==> config.mk <==
export PLATFORM = sky130hd
export DESIGN_NAME = game_countdown_timer
export DESIGN_NICKNAME = d
export VERILOG_FILES = /design/src/rtl/game_countdown_timer.sv
export SDC_FILE = /design/constraint.sdc
export NUM_CORES = 1
export LEC_CHECK = 0
export BUFFER_PORTS_ARGS = -buffer_cell sky130_fd_sc_hd__buf_2
export CAP_MARGIN = 30
export CORE_MARGIN = 2
export CORE_UTILIZATION = 35
export DETAILED_ROUTE_END_ITERATION = 7
export GPL_TIMING_DRIVEN = 0
export PLACE_DENSITY = 0.55
export SLEW_MARGIN = 10
export SYNTH_ARGS = -nofsm -noshare
export SYNTH_HDL_FRONTEND = slang
export SYNTH_SLANG_ARGS = --single-unit
==> constraint.sdc <==
create_clock -name clk -period 22.1 [get_ports clk]
set_input_delay 1.105 -clock clk [delete_from_list [all_inputs] [get_ports clk]]
set_output_delay 1.105 -clock clk [all_outputs]
set_load 0.01 [all_outputs]
==> src/rtl/game_countdown_timer.sv <==
// HUD game countdown clock: MM:SS kept as four BCD digits with pause, reload, bonus and expiry,
// plus the zero-latency slicer that maps the timer rectangle onto four digit cells for the bitmap stage.
module game_countdown_timer #(
  parameter int CLKS_PER_SEC = 31_500_000,
  parameter int START_MIN    = 2,
  parameter int START_SEC    = 0,
  parameter int BONUS_SEC    = 10,
  parameter int LOW_SEC      = 10,
  parameter int DIGIT_W      = 16,
  parameter int DIGIT_H      = 32
) (
  input  logic        clk,
  input  logic        resetN,
  input  logic        load,
  input  logic        run,
  input  logic        addBonus,
  input  logic [10:0] offsetX,
  input  logic [10:0] offsetY,
  input  logic        InsideRectangle,
  output logic [3:0]  digit,
  output logic [10:0] digitOffsetX,
  output logic [10:0] digitOffsetY,
  output logic        digitInside,
  output logic        timeUp,
  output logic        timeZero,
  output logic        lowTime
);

  localparam logic [1:0] ST_IDLE    = 2'd0;
  localparam logic [1:0] ST_RUNNING = 2'd1;
  localparam logic [1:0] ST_PAUSED  = 2'd2;
  localparam logic [1:0] ST_EXPIRED = 2'd3;

  localparam int PW = (CLKS_PER_SEC > 1) ? $clog2(CLKS_PER_SEC) : 1;
  localparam logic [PW-1:0] PRE_LAST = PW'(CLKS_PER_SEC - 1);

  localparam logic [3:0] START_MT = 4'(START_MIN / 10);
  localparam logic [3:0] START_MU = 4'(START_MIN % 10);
  localparam logic [3:0] START_ST = 4'(START_SEC / 10);
  localparam logic [3:0] START_SU = 4'(START_SEC % 10);
  localparam logic [3:0] BONUS_T  = 4'(BONUS_SEC / 10);
  localparam logic [3:0] BONUS_U  = 4'(BONUS_SEC % 10);

  localparam logic [10:0] DW      = 11'(DIGIT_W);
  localparam logic [10:0] DH      = 11'(DIGIT_H);
  localparam logic [10:0] CELLS_W = 11'(4 * DIGIT_W);

  logic [1:0]    state_reg, state_next;
  logic [PW-1:0] prescaler_reg, prescaler_next;
  logic [3:0]    min_t_reg, min_u_reg, sec_t_reg, sec_u_reg;
  logic [3:0]    min_t_next, min_u_next, sec_t_next, sec_u_next;
  logic          time_up_reg, time_up_next;

  logic count_en, tick, count_zero, bonus_en, expire_now;
  logic [3:0] d_mt, d_mu, d_st, d_su;
  logic [3:0] a_mt, a_mu, a_st, a_su;
  logic [3:0] r_mt, r_mu, r_st, r_su;
  logic [4:0] sum_su, sum_st, sum_mu, sum_mt;
  logic       c_su, c_st, c_mu;

  assign count_en   = (state_reg == ST_RUNNING) && run;
  assign tick       = count_en && (prescaler_reg == PRE_LAST);
  assign count_zero = (min_t_reg == 4'd0) && (min_u_reg == 4'd0) &&
                      (sec_t_reg == 4'd0) && (sec_u_reg == 4'd0);
  assign bonus_en   = addBonus && (state_reg != ST_EXPIRED);

  // One-second BCD decrement; a zero count stays at zero so a 00:00 start expires on its first tick.
  always_comb begin
    d_mt = min_t_reg;
    d_mu = min_u_reg;
    d_st = sec_t_reg;
    d_su = sec_u_reg;
    if (tick && !count_zero) begin
      if (sec_u_reg != 4'd0) begin
        d_su = sec_u_reg - 4'd1;
      end else begin
        d_su = 4'd9;
        if (sec_t_reg != 4'd0) begin
          d_st = sec_t_reg - 4'd1;
        end else begin
          d_st = 4'd5;
          if (min_u_reg != 4'd0) begin
            d_mu = min_u_reg - 4'd1;
          end else begin
            d_mu = 4'd9;
            d_mt = min_t_reg - 4'd1;
          end
        end
      end
    end
  end

  // Bonus is added on top of the decremented value, so tick+bonus nets BONUS_SEC-1.
  always_comb begin
    sum_su = {1'b0, d_su} + {1'b0, BONUS_U};
    c_su   = sum_su > 5'd9;
    a_su   = c_su ? 4'(sum_su - 5'd10) : sum_su[3:0];
    sum_st = {1'b0, d_st} + {1'b0, BONUS_T} + {4'd0, c_su};
    c_st   = sum_st > 5'd5;
    a_st   = c_st ? 4'(sum_st - 5'd6) : sum_st[3:0];
    sum_mu = {1'b0, d_mu} + {4'd0, c_st};
    c_mu   = sum_mu > 5'd9;
    a_mu   = c_mu ? 4'd0 : sum_mu[3:0];
    sum_mt = {1'b0, d_mt} + {4'd0, c_mu};
    a_mt   = sum_mt[3:0];
    if (sum_mt > 5'd9) begin
      a_mt = 4'd9;
      a_mu = 4'd9;
      a_st = 4'd5;
      a_su = 4'd9;
    end
  end

  always_comb begin
    r_mt = bonus_en ? a_mt : d_mt;
    r_mu = bonus_en ? a_mu : d_mu;
    r_st = bonus_en ? a_st : d_st;
    r_su = bonus_en ? a_su : d_su;
  end

  assign expire_now = tick && (r_mt == 4'd0) && (r_mu == 4'd0) &&
                      (r_st == 4'd0) && (r_su == 4'd0);

  always_comb begin
    state_next     = state_reg;
    prescaler_next = prescaler_reg;
    min_t_next     = min_t_reg;
    min_u_next     = min_u_reg;
    sec_t_next     = sec_t_reg;
    sec_u_next     = sec_u_reg;
    time_up_next   = 1'b0;
    if (load) begin
      state_next     = ST_IDLE;
      prescaler_next = '0;
      min_t_next     = START_MT;
      min_u_next     = START_MU;
      sec_t_next     = START_ST;
      sec_u_next     = START_SU;
    end else begin
      case (state_reg)
        ST_IDLE, ST_PAUSED: begin
          if (run) state_next = ST_RUNNING;
        end
        ST_RUNNING: begin
          if (!run) state_next = ST_PAUSED;
          else prescaler_next = tick ? '0 : prescaler_reg + PW'(1);
        end
        default: ;
      endcase
      if (state_reg != ST_EXPIRED) begin
        min_t_next = r_mt;
        min_u_next = r_mu;
        sec_t_next = r_st;
        sec_u_next = r_su;
      end
      if (expire_now) begin
        state_next   = ST_EXPIRED;
        time_up_next = 1'b1;
      end
    end
  end

  always_ff @(posedge clk or negedge resetN) begin
    if (!resetN) begin
      state_reg     <= ST_IDLE;
      prescaler_reg <= '0;
      min_t_reg     <= START_MT;
      min_u_reg     <= START_MU;
      sec_t_reg     <= START_ST;
      sec_u_reg     <= START_SU;
      time_up_reg   <= 1'b0;
    end else begin
      state_reg     <= state_next;
      prescaler_reg <= prescaler_next;
      min_t_reg     <= min_t_next;
      min_u_reg     <= min_u_next;
      sec_t_reg     <= sec_t_next;
      sec_u_reg     <= sec_u_next;
      time_up_reg   <= time_up_next;
    end
  end

  logic [6:0] sec_val;
  assign sec_val  = 7'({sec_t_reg, 3'b000}) + 7'({sec_t_reg, 1'b0}) + 7'(sec_u_reg);
  assign timeUp   = time_up_reg;
  assign timeZero = (state_reg == ST_EXPIRED);
  assign lowTime  = (min_t_reg == 4'd0) && (min_u_reg == 4'd0) &&
                    (sec_val < 7'(LOW_SEC)) && (state_reg != ST_EXPIRED);

  // Display slicer: purely combinational so the bitmap's own register is the only pipeline stage.
  logic [10:0] cell_idx;
  logic [3:0]  cell_digit [4];
  logic [3:0]  cell_val   [4];
  logic        in_cells;

  assign cell_idx      = offsetX / DW;
  assign cell_digit[0] = min_t_reg;
  assign cell_digit[1] = min_u_reg;
  assign cell_digit[2] = sec_t_reg;
  assign cell_digit[3] = sec_u_reg;

  genvar gi;
  generate
    for (gi = 0; gi < 4; gi++) begin : g_cell
      assign cell_val[gi] = (cell_idx == 11'(gi)) ? cell_digit[gi] : 4'd0;
    end
  endgenerate

  assign in_cells     = InsideRectangle && (offsetX < CELLS_W) && (offsetY < DH);
  assign digitInside  = in_cells;
  assign digit        = in_cells ? (cell_val[0] | cell_val[1] | cell_val[2] | cell_val[3]) : 4'd0;
  assign digitOffsetX = offsetX % DW;
  assign digitOffsetY = offsetY;

endmodule

# Word-level counts from Yosys, hierarchy flattened
# Cells that the tools add are included.
[totals]
out_inout_bits = 30
register_bits = 44
[classes]
bitwise_logic = 3
n_reduce_logical = 36
n_eq_ne = 10
magnitude_cmp = 7
add_sub_neg = 13
mux = 48
[op_table]
columns = ["op", "count"]
rows = [
  ["$mux W4", 37],
  ["$mux W25", 4],
  ["$logic_not A4 Y1", 8],
  ["$add A25 B1 Y25 const B", 1],
  ["$eq A25 B25 Y1 const B", 1],
  ["$reduce_bool A4 Y1", 4],
  ["$sub A4 B1 Y4 const B", 4],
  ["$logic_and A1 B1 Y1", 15],
  ["$eq A7 B2 Y1 const B", 2],
  ["$or A4 B4 Y4", 3],
  ["$logic_not A11 Y1", 1],
  ["$lt A11 B6 Y1 const B", 1],
  ["$lt A11 B7 Y1 const B", 1],
  ["$add A4 B1 Y5", 2],
  ["$gt A5 B4 Y1 const B", 2],
  ["$mux W2", 4],
  ["$ne A4 B4 Y1 const B", 2],
  ["$add A7 B4 Y7", 1],
  ["$add A7 B5 Y7", 1],
  ["$eq A7 B1 Y1 const B", 1],
  ["$lt A7 B4 Y1 const B", 1],
  ["$reduce_bool A2 Y1", 3],
  ["$add A4 B1 Y5 const B", 1],
  ["$add A5 B1 Y5", 1],
  ["other kinds (14)", 16],
]

# Depth between registers and ports, before layout
# Gate-level depths: netlist (run 1).
[depth]
depth_word = 23
mapped_depth = 38
depth_no_buf = 35

# Worst setup path after synthesis (run 1)
# Ideal clock, no wire load.
[synth_timing]
path_kind = "reg-to-reg"
startpoint = "register prescaler_reg[16]"
endpoint = "register time_up_reg (netlist: timeUp)"
t_required_ps = 22005
setup_ps = 95
t_arrival_ps = 7822
slack_ps = 14183
period_less_slack_ps = 7917
path_stages_with_launch = 37
path_cell_list = "dfrtp_1 > or4_1 > or4_4 > or2_1 > buf_2 > nor2_1 > mux2i_1 > nand2b_1 > ha_1 > inv_1 > ha_1 > clkbuf_1 > xnor2_1 > ha_1 > a21oi_1 > a21oi_1 > and2_1 > or2_2 > ha_1 > ha_1 > nand2b_1 > and4_1 > o21a_1 > nor4_1 > nor3_1 > ha_1 > ha_1 > buf_1 > nor2b_1 > and3_1 > o21bai_1 > a311oi_1 > a31oi_1 > clkbuf_1 > o32ai_1 > inv_1 > nor4b_2"
[synth_via]
elab_chain_len = 20
elab_cells_between_ends = 38
[synth_lines]
columns = ["item", "line", "source"]
rows = [
  ["from (decl)", "49", "logic [PW-1:0] prescaler_reg, prescaler_next;"],
  ["from (signal assigned)", "174", "prescaler_reg <= prescaler_next;"],
  ["$eq A25 B25 Y1 (*)", "62", "assign tick = count_en && (prescaler_reg == PRE_LAST);"],
  ["$logic_and A1 B1 Y1 (*)", "62", ""],
  ["$logic_and A1 B1 Y1", "73", "if (tick && !count_zero) begin"],
  ["$mux W4", "73", ""],
  ["$add A4 B1 Y5 or $gt A4 B4 Y1 (tied branches)", "98, 96", ""],
  ["$add A5 B1 Y5", "98", "sum_st = {1'b0, d_st} + {1'b0, BONUS_T} + {4'd0, c_su};"],
  ["$gt A5 B3 Y1", "99", "c_st = sum_st > 5'd5;"],
  ["$add A4 B1 Y5", "101", "sum_mu = {1'b0, d_mu} + {4'd0, c_st};"],
  ["(+3 left out)", "--", ""],
  ["$mux W4", "106", "if (sum_mt > 5'd9) begin"],
  ["$mux W4", "115", "r_mt = bonus_en ? a_mt : d_mt;"],
  ["$logic_not A4 Y1", "121", "assign expire_now = tick && (r_mt == 4'd0) && (r_mu == 4'd0) &&"],
  ["$logic_and A1 B1 Y1 (3 in series)", "121", ""],
  ["$logic_and A1 B1 Y1 (*)", "122", "(r_st == 4'd0) && (r_su == 4'd0);"],
  ["$mux W1 (*)", "156", "if (expire_now) begin"],
  ["$mux W1 (*)", "132", "if (load) begin"],
  ["net time_up_next", "52", "logic time_up_reg, time_up_next;"],
  ["to (signal assigned)", "179", "time_up_reg <= time_up_next;"],
  ["to (decl)", "52", ""],
]
# The timed path passes the listed nets; every way through them passes the cells marked *.
# A chain may end at the register's enable or synchronous reset.

# Worst setup path in the final report (run 1)
# Same ends and word-level chain as after synthesis.

==> results of run 1 <==
[critical path: cells and delay by family (launching register included)]
kind                       cells  cell delay [ns]
and+or+nand+nor               14             4.15
adders and majority gates      7             1.75
AOI/OAI and AO/OA              7             1.58
buffers and inverters          6             1.29
DFF                            1             0.43
muxes                          1             0.37
xor gates and xnor gates       1             0.17
[power groups by stage]
stage | Sequential [uW] | Combinational (uW) | Clock, uW
4_1_cts | 86.0 | 67.0 | 90.9
3_3_place_gp | 87.5 | 65.6 | 0
3_5_place_dp | 87.5 | 66.7 | 0
6_report | 86.1 | 67.8 | 89.0
5_1_grt | 86.5 | 76.2 | 93.9
2_1_floorplan | 86.1 | 48.1 | 0
[stage by stage]
stage               utilization  total power (uW)
floorplan                     -               134
global placement          0.396               153
detailed placement        0.398               154
CTS                       0.414               244
global route              0.414               257
finish                    0.414               243
[cells by family (layout without fill, tap and decap cells)]
kind of cell / Yosys count / after routing / synth area share
AOI/OAI and AO/OA: 109 / 109 / 0.184
xor gates and xnor gates: 30 / 30 / 0.0635
adders and majority gates: 23 / 23 / 0.0726
buffers and inverters: 68 / 118 / 0.0819
DFF: 44 / 44 / 0.266
muxes: 11 / 11 / 0.0390
other: 1 / 7 / 0.000906
and+or+nand+nor: 223 / 223 / 0.292
[Yosys cell counts (3+ instances only)]
master | count | share of area
o31a_1 | 4 | 0.0085
a211o_1 | 3 | 0.0064
xor2_1 | 17 | 0.036
ha_1 | 20 | 0.060
nor2_1 | 53 | 0.048
o31ai_1 | 9 | 0.016
o21ai_0 | 17 | 0.021
buf_4 | 22 | 0.040
or2_2 | 3 | 0.0045
o21a_1 | 3 | 0.0054
nand2_1 | 35 | 0.032
nor4b_1 | 3 | 0.0064
or4_1 | 4 | 0.0073
a221oi_1 | 5 | 0.011
inv_1 | 21 | 0.019
nand2b_1 | 10 | 0.015
a211oi_1 | 6 | 0.011
nand4_1 | 17 | 0.026
o211ai_1 | 3 | 0.0054
nor4_1 | 10 | 0.015
a21o_1 | 3 | 0.0054
mux2i_1 | 6 | 0.015
and2_1 | 10 | 0.015
a31oi_1 | 4 | 0.0060
or3_1 | 10 | 0.015
and3_1 | 10 | 0.015
and4_1 | 4 | 0.0085
nand3_1 | 16 | 0.019
mux4_2 | 4 | 0.022
nor3b_1 | 4 | 0.0073
a22oi_1 | 3 | 0.0054
clkbuf_1 | 23 | 0.021
dfrtp_1 | 43 | 0.26
a21oi_1 | 26 | 0.031
nand3b_1 | 4 | 0.0073
nor2b_1 | 10 | 0.015
nor3_1 | 11 | 0.013
xnor2_1 | 13 | 0.028
[cell type report]
cell class | count | area, um2
Clock inverter | 2 | 38.8
Inverter | 21 | 78.8
Buffer | 47 | 260
Sequential cell | 44 | 1100
Clock buffer | 6 | 139
Multi-Input combinational cell | 403 | 2720
Timing Repair Buffer | 42 | 225
Tap cell | 143 | 179
Fill cell | 1190 | 6730
[cells in the final DEF (no fill, tap or decap), types with 4 or more instances in the layout]
cell type,Yosys,layout
ha_1,20,20
nand3_1,16,16
nand2_1,35,35
nor4_1,10,10
inv_1,21,21
o31ai_1,9,9
and2_1,10,10
clkbuf_16,0,5
a31oi_1,4,4
nor3_1,11,11
buf_4,22,22
nand3b_1,4,4
a21oi_1,26,26
a221oi_1,5,5
conb_1,1,7
buf_2,1,42
mux4_2,4,4
clkbuf_1,23,23
a211oi_1,6,6
o31a_1,4,4
and3_1,10,10
xnor2_1,13,13
dfrtp_1,43,43
nor3b_1,4,4
and4_1,4,4
or4_1,4,4
nor2_1,53,53
nor2b_1,10,10
or3_1,10,10
nand4_1,17,17
nand2b_1,10,10
o21ai_0,17,17
xor2_1,17,17
mux2i_1,6,6
[worst max path at each step]
stage,from,slack [ns],to
floorplan,prescaler_reg[16],14.18,timeUp
global placement,run,12.29,timeUp
detailed placement,run,12.24,timeUp
CTS,prescaler_reg[14],12.40,timeUp
global route,sec_u_reg[0],11.73,timeUp
finish,prescaler_reg[16],12.23,timeUp
[layer usage]
layer / track usage / share of wire / vias up
met5: 0 / 0 / -
met4: 0.0472 / 0.014 / 0
met3: 0.0225 / 0.053 / 13
met2: 0.317 / 0.48 / 129
met1: 0.255 / 0.45 / 1876
li1: - / - / 1959
==> summary.md, run 1 <==
| Metric | Value |
|---|---|
| Status | `finished clean` |
| CP peak stage delay | `slightly above 0.6 ns` |
| Aggregate negative setup slack | `0 ns` |
| Post-CTS Resized | `0` |
| Power Density | `51.2 nW/um2` |
| Reg-to-reg slack, setup | `12.23 ns` |
| EDFF count, synth | `0` |
| N_diodes | `0` |
| Layout cells sized above 1 | `0.156` |
| Static leakage | `0.00203 uW` |
| Syn_area_per_cell | `8.13 um2` |
| Worst-Margin Slew | `0.671 ns` |
| Vias post-DR | `3977` |
| Finish-stage setup viols | `0` |
| Max-slew violations | `0` |
| WL final | `11.7 mm` |
| Post-DP Area | `4560 um2` |
| Total Die Area | `12700 um2` |
| Synth-to-Final Area Change | `14.6%` |
| Hold path cells | `2` |
| Mapped cell area | `4140 um2` |
| Starting DRT DRC Count | `325` |
| Register-to-Register Path Depth | `36` |
| Register area share after synthesis | `0.266` |
| Power share of the clock group | `0.366` |
| Peak Freq | `~0.10 GHz` |
| CP Max Fanout | `10` |
| Die Ht | `113 um` |
| #FFs+latches synth | `44` |
| Worst-path clk slew | `approximately 0.07 ns` |
| Setup Buffers After CTS | `0` |
| NumNets Final | `approximately 600` |
| Tcrit/Tclk final | `0.447` |
| Total track usage | `0.187` |
| Core area | `11500 um2` |
| Num CTS Buffers | `5` |
| First-pass GRT wire length | `19.5 mm` |
| Skew-Pair Late Insertion Delay | `a little under 0.3 ns` |
| Hold path startpoint | `prescaler_reg[1]` |
| Hold EP | `prescaler_reg[1]` |
| Top FF cell, synth | `dfrtp_1` |
| Max Clock Skew | `~0.014 ns` |
| Number of flip-flops under the largest register name | `25` |
| Cell area after layout | `4740 um2` |
| Hold Fails Final Rpt | `0` |
| Avg Vias per Cell | `5.62` |
| End of the worst register-to-register path | `timeUp` |
| Min-delay worst type | `register to register` |
| Gr ovfl total | `0` |
| Pin count of the biggest net entering global routing | `33` |
| Kind of end point of the critical path | `register` |
| Crit path kind | `register to register` |
| Crit path time final | `9.87 ns` |
| Comb power frac | `0.279` |
| FF-to-FF Start | `prescaler_reg[16]` |
| Port Buffer Count | `41` |
| Row cnt | `39` |
| DP Wirelength | `about 9 mm` |
| Sw frac | `0.318` |
| GPL Wtd Cong | `0.921` |
| DR pass1 iterations | `5` |
| Residual DRC | `0` |
| Worst setup slack after placement | `between 10 and 15 ns` |
| Initial antenna violation count | `0` |
| Mapped Cells | `509` |
| Unrepaired setup endpoints after global routing | `no` |
| Cells after DPL | `700` |
| Rel. slew slack | `0.552` |
| Worst hold margin | `0.516 ns` |
| Max-Cap Viols | `0` |
| Htree depth | `2` |
| Clock Sinks | `44` |
| CP arrival | `slightly above 10 ns` |
| Async SR Flop Fraction | `1.00` |
| Root buffer cell | `clkbuf_16` |
| Worst setup margin | `12.23 ns` |
| CP required | `22.28 ns` |
| CTS Hold Bufs | `0` |
| CP max stage cell | `o32ai_1` |
| Clock buffer depth | `2` |
| Yosys warning count | `0` |
| ANT nets after route | `0` |
| Starting Density | `0.361` |
| NetSw | `roughly 77 uW` |
| Post-synthesis cell type count | `71` |
| Cell Int Power | `166 uW` |
| Number of global-route vias before repair | `3829` |
| Peak VDD IR | `between 0.03 and 0.04 mV` |
| Crit path top cell by count | `ha_1` |
| Finished Layout Cells | `between 700 and 800` |
| Die width | `113 um` |
| Avg WL per Cell | `around 17 um` |
| I/O pin cnt | `between 50 and 60` |
| CTS tree | `done` |
| Critical path startpoint category | `register` |
| Seq pwr share | `0.354` |
Power figures use the tool's default switching activity.
==> run 2: changes to the inputs <==
- clock period: 22.1 -> 10 ns (I/O delays scaled with it)
==> summary.md, run 2 (same netlist as run 1, synthesis figures left out) <==
| Metric | Value |
|---|---|
| Status | `finished clean` |
| CP Max Fanout | `10` |
| Htree depth | `2` |
| WL final | `11.9 mm` |
| Skew-Pair Late Insertion Delay | `between 0.2 and 0.3 ns` |
| Static leakage | `0.00203 uW` |
| Total track usage | `0.187` |
| First-pass GRT wire length | `19.5 mm` |
| Row cnt | `39` |
| Crit path time final | `9.42 ns` |
| Kind of end point of the critical path | `register` |
| Root buffer cell | `clkbuf_16` |
| Avg Vias per Cell | `5.65` |
| Post-CTS Resized | `0` |
| Core area | `about 11000 um2` |
| Post-DP Area | `4560 um2` |
| M3 GR Usage | `0.0225` |
| Pin count of the biggest net entering global routing | `33` |
| Number of global-route vias before repair | `3829` |
| ANT nets after route | `0` |
| Clock buffer depth | `2` |
| I/O pin cnt | `58` |
| CP bufs+invs | `5` |
| Initial antenna violation count | `0` |
| Finish-stage setup viols | `0` |
| Num CTS Buffers | `5` |
| Critical path startpoint category | `register` |
| Gr ovfl total | `0` |
| N_diodes | `0` |
| Crit path top cell by count | `ha_1` |
| Peak VDD IR | `between 0.06 and 0.07 mV` |
| Max Clock Skew | `0.0136 ns` |
| Top Usage Layer GRT | `met2` |
| Power Density | `114 nW/um2` |
| CTS Hold Bufs | `0` |
| Grt met1 use | `0.255` |
| Setup Buffers After CTS | `0` |
| FF-to-FF Start | `prescaler_reg[16]` |
| Clock Sinks | `44` |
| Aggregate negative setup slack | `0 ns` |
| Port Buffer Count | `41` |
| Vias post-DR | `~4000` |
| Min-delay worst type | `input port to async pin` |
| CP peak stage delay | `0.54 ns` |
| Commonest non-fill, non-tap cells in the layout | `nor2_1, dfrtp_1, buf_2` |
| Cell area after layout | `4750 um2` |
| CP arrival | `9.60 ns` |
| Most common cell after layout, fill and taps aside | `nor2_1` |
| Hold Fails Final Rpt | `0` |
| Starting Density | `0.361` |
| CP required | `10.18 ns` |
| Peak Freq | `about 0.11 GHz` |
| Worst-path clk slew | `about 0.070 ns` |
| CP max stage cell | `or4_1` |
| Die width | `113 um` |
| DR pass1 iterations | `5` |
| Rel. slew slack | `0.546` |
| NumNets Final | `between 600 and 700` |
| CTS tree | `done` |
| Residual DRC | `0` |
| Synth-to-Final Area Change | `14.8%` |
| Worst-Margin Slew | `0.681 ns` |
| Delay-heaviest family, CP | `simple AND/OR/NAND/NOR gates` |
| Total Die Area | `12700 um2` |
| Unrepaired setup endpoints after global routing | `no` |
| CP Launch Point | `prescaler_reg[16]` |
| Number of flip-flops under the largest register name | `25` |
| Layout cells sized above 1 | `0.161` |
| Met2 Usage GRT | `0.317` |
| Finished Layout Cells | `707` |
| Tcrit/Tclk final | `0.942` |
| DP Wirelength | `~9.1 mm` |
| Crit path kind | `register to register` |
| Avg WL per Cell | `16.8 um` |
| Fillers | `1190` |
| Starting DRT DRC Count | `~330` |
| Max-slew violations | `0` |
| Cells after DPL | `700` |
| Die Ht | `113 um` |
| GPL Wtd Cong | `between 0.9 and 1` |
| Max-Cap Viols | `0` |
run 2: cell count changes in the layout (fill, tap and decap cells not counted), sizes merged:
cell / before / now
clkbuf: 29 / 28
run 2: report_power, final:
part           total [uW]  leakage (uW)  internal (uW)  switching, uW
Clock                 198     0.0000871            125           72.3
Sequential            190      0.000606            182           7.86
Combinational         152       0.00134           58.9           92.9
run 2: final timing paths:
path / depth (start not counted) / slack, ns / end
min in group clk: 3 / 0.49 / state_reg[0]
worst max-delay path: 35 / 0.58 / timeUp
worst max register to register: 35 / 0.58 / timeUp
max in group asynchronous: 2 / 9.36 / min_u_reg[1]
worst min-delay path: 1 / 0.1 / prescaler_reg[6]
worst min register to register: 2 / 0.52 / prescaler_reg[1]
run 2: cell type report:
| cell class | instances | area (um2) | share of cell area |
|---|---|---|---|
| Buffer | 46 | 256 | 0.0540 |
| Timing Repair Buffer | 42 | 225 | 0.0474 |
| Tap cell | 143 | 179 | 0.0377 |
| Clock buffer | 6 | 139 | 0.0292 |
| Clock inverter | 2 | 38.8 | 0.00816 |
| Sequential cell | 44 | 1100 | 0.232 |
| Inverter | 21 | 78.8 | 0.0166 |
| Multi-Input combinational cell | 403 | 2730 | 0.575 |
run 2: worst reg2reg max path: cells and delay by family, from the launching register on:
| kind | cells | cell delay [ns] |
|---|---|---|
| muxes | 1 | 0.35 |
| DFF | 1 | 0.43 |
| adders and majority gates | 7 | 1.97 |
| AOI/OAI and AO/OA | 7 | 1.44 |
| buffers and inverters | 5 | 0.97 |
| xor gates and xnor gates | 1 | 0.16 |
| and+or+nand+nor | 14 | 4.04 |
run 2: routing by layer:
metal	up-vias	wire (um)	share of wire
met5	-	0	0
met4	0	178	0.015
met3	15	604	0.051
met2	136	5670	0.48
met1	1891	5410	0.46
li1	1953	-	-
run 2: through the flow:
stage | worst slack [ns] | util | total power (uW) | hold WS [ns]
2_1_floorplan | 2.08 | - | 297 | 0.204
3_3_place_gp | 0.368 | 0.396 | 338 | 0.498
3_5_place_dp | 0.313 | 0.398 | 341 | 0.407
4_1_cts | 0.299 | 0.414 | 539 | 0.0993
5_1_grt | 0.0296 | 0.414 | 568 | 0.110
6_report | 0.577 | 0.414 | 540 | 0.0961
==> run 3: changes to the inputs <==
--- a/config.mk
+++ b/config.mk
@@ -11,5 +11,5 @@
 export CORE_UTILIZATION = 35
 export DETAILED_ROUTE_END_ITERATION = 7
-export GPL_TIMING_DRIVEN = 0
+export GPL_TIMING_DRIVEN = 1
 export PLACE_DENSITY = 0.55
 export SLEW_MARGIN = 10
==> constraint.sdc (replaced) <==
create_clock -name clk -period 10 [get_ports clk]
set_input_delay 1 -clock clk [delete_from_list [all_inputs] [get_ports clk]]
set_output_delay 1 -clock clk [all_outputs]
set_load 0.01 [all_outputs]
==> summary.md, run 3 (same netlist as run 1, synthesis figures left out) <==
| Metric | Value |
|---|---|
| Top Usage Layer GRT | `met2` |
| Skew-Pair Late Insertion Delay | `0.29 ns` |
| ANT nets after route | `0` |
| Max-Cap Viols | `0` |
| Crit path kind | `register to register` |
| Aggregate negative setup slack | `0 ns` |
| Clock Sinks | `44` |
| Static leakage | `between 0.0015 and 0.002 uW` |
| CP peak stage delay | `0.53 ns` |
| Number of flip-flops under the largest register name | `25` |
| Synth-to-Final Area Change | `7.59%` |
| DP Wirelength | `8.49 mm` |
| Met2 Usage GRT | `0.312` |
| Status | `finished clean` |
| Finish-stage setup viols | `0` |
| Power Density | `approximately 120 nW/um2` |
| Sw frac | `0.322` |
| Crit path time final | `8.84 ns` |
| Num CTS Buffers | `5` |
| Final Total Pwr | `528 uW` |
| Row cnt | `39` |
| Total Die Area | `12700 um2` |
| Starting DRT DRC Count | `273` |
| Clock buffer depth | `2` |
| Max-slew violations | `0` |
| WL final | `11.5 mm` |
| Initial antenna violation count | `0` |
| CTS Hold Bufs | `0` |
| Number of global-route vias before repair | `3782` |
| Worst setup path end | `timeUp` |
| Post-CTS Resized | `0` |
| CP max stage cell | `or4_4` |
| Vias post-DR | `just under 4000` |
| Crit path top cell by count | `ha_1` |
| Min-delay worst type | `register to register` |
| Worst-Margin Slew | `0.771 ns` |
| Starting Density | `0.361` |
| CP Max Fanout | `13` |
| Die Ht | `approximately 110 um` |
| Most common cell after layout, fill and taps aside | `nor2_1` |
| CP required | `around 10 ns` |
| CP arrival | `roughly 9.0 ns` |
| Reg-to-reg slack, setup | `1.16 ns` |
| Fillers | `1174` |
| Peak VDD IR | `0.0674 mV` |
| Total track usage | `0.183` |
| Setup Buffers After CTS | `0` |
| Residual DRC | `0` |
| Core area | `~11000 um2` |
| Rel. slew slack | `0.473` |
| Unrepaired setup endpoints after global routing | `no` |
| DR pass1 iterations | `5` |
| Gr ovfl total | `0` |
| GPL Wtd Cong | `0.944` |
| Root buffer cell | `clkbuf_16` |
| M3 GR Usage | `0.0241` |
| I/O pin cnt | `58` |
| Power share of the clock group | `0.375` |
| Die width | `around 110 um` |
| Avg Vias per Cell | `6.02` |
| Cell Int Power | `between 300 and 400 uW` |
| First-pass GRT wire length | `19.0 mm` |
| Avg WL per Cell | `between 15 and 20 um` |
| Tcrit/Tclk final | `0.884` |
| Max Clock Skew | `0.00498 ns` |
| Kind of end point of the critical path | `register` |
| Layout cells sized above 1 | `0.114` |
| Port Buffer Count | `32` |
| Comb power frac | `0.254` |
| NumNets Final | `560` |
| Critical path startpoint category | `register` |
| Grt met1 use | `0.241` |
| N_diodes | `0` |
| End of the worst register-to-register path | `timeUp` |
| Htree depth | `2` |
| Hold Fails Final Rpt | `0` |
| Commonest non-fill, non-tap cells in the layout | `nor2_1, dfrtp_1, nand2_1` |
| Seq pwr share | `0.371` |
| FF-to-FF Start | `prescaler_reg[14]` |
| NetSw | `between 150 and 200 uW` |
| Peak Freq | `0.113 GHz` |
| Register-to-Register Path Depth | `34` |
| CP Launch Point | `prescaler_reg[14]` |
| Pin count of the biggest net entering global routing | `32` |
| CTS tree | `done` |
| Worst-path clk slew | `0.07 ns` |
[run 3: power groups by stage]
stage	clock network [uW]	logic, uW	registers (uW)
6_report	198	134	196
5_1_grt	210	149	197
4_1_cts	202	132	195
3_5_place_dp	0	131	199
3_3_place_gp	0	129	199
2_1_floorplan	0	106	190
[run 3: per-layer routing]
layer | wire length [um] | share of wire
met2 | 5580 | 0.48
met4 | 220 | 0.019
met5 | 0 | 0
met3 | 704 | 0.061
met1 | 5020 | 0.44
[run 3: worst max-delay path, delay by kind of cell, from the launching register on]
kind | cells | cell delay [ns]
xor gates and xnor gates | 1 | 0.16
buffers and inverters | 3 | 0.40
DFF | 1 | 0.43
AOI/OAI and AO/OA | 8 | 1.37
adders and majority gates | 7 | 2.01
muxes | 1 | 0.34
and+or+nand+nor | 14 | 4.02
[run 3: layout make-up]
cell class / instances / area, um2 / area share
clock buffers: 6 / 139 / 0.0312
clock inverters: 2 / 38.8 / 0.00871
inverters: 21 / 78.8 / 0.0177
multi-input cells: 403 / 2720 / 0.611
flip-flops and latches: 44 / 1100 / 0.248
well taps: 143 / 179 / 0.0402
repair buffers: 35 / 195 / 0.0438
[run 3: worst min path at each step]
stage                      startpoint           endpoint  cells past startpoint
floorplan            prescaler_reg[1]   prescaler_reg[1]                      2
global placement     prescaler_reg[1]   prescaler_reg[1]                      2
detailed placement   prescaler_reg[1]   prescaler_reg[1]                      2
CTS                  prescaler_reg[1]   prescaler_reg[1]                      2
global route        prescaler_reg[23]  prescaler_reg[23]                      1
finish              prescaler_reg[23]  prescaler_reg[23]                      1
[run 3: through the flow]
| stage | instances | setup WS [ns] | area (um2) | utilization | hold slack [ns] |
|---|---|---|---|---|---|
| 2_1_floorplan | 515 | 2.08 | 4160 | - | 0.475 |
| 3_3_place_gp | 645 | 1.60 | 4250 | 0.371 | 0.496 |
| 3_5_place_dp | 646 | 1.23 | 4270 | 0.373 | 0.516 |
| 4_1_cts | 654 | 1.27 | 4450 | 0.388 | 0.530 |
| 5_1_grt | 654 | 0.486 | 4450 | 0.388 | 0.551 |
| 6_report | 654 | 1.16 | 4450 | 0.388 | 0.529 |
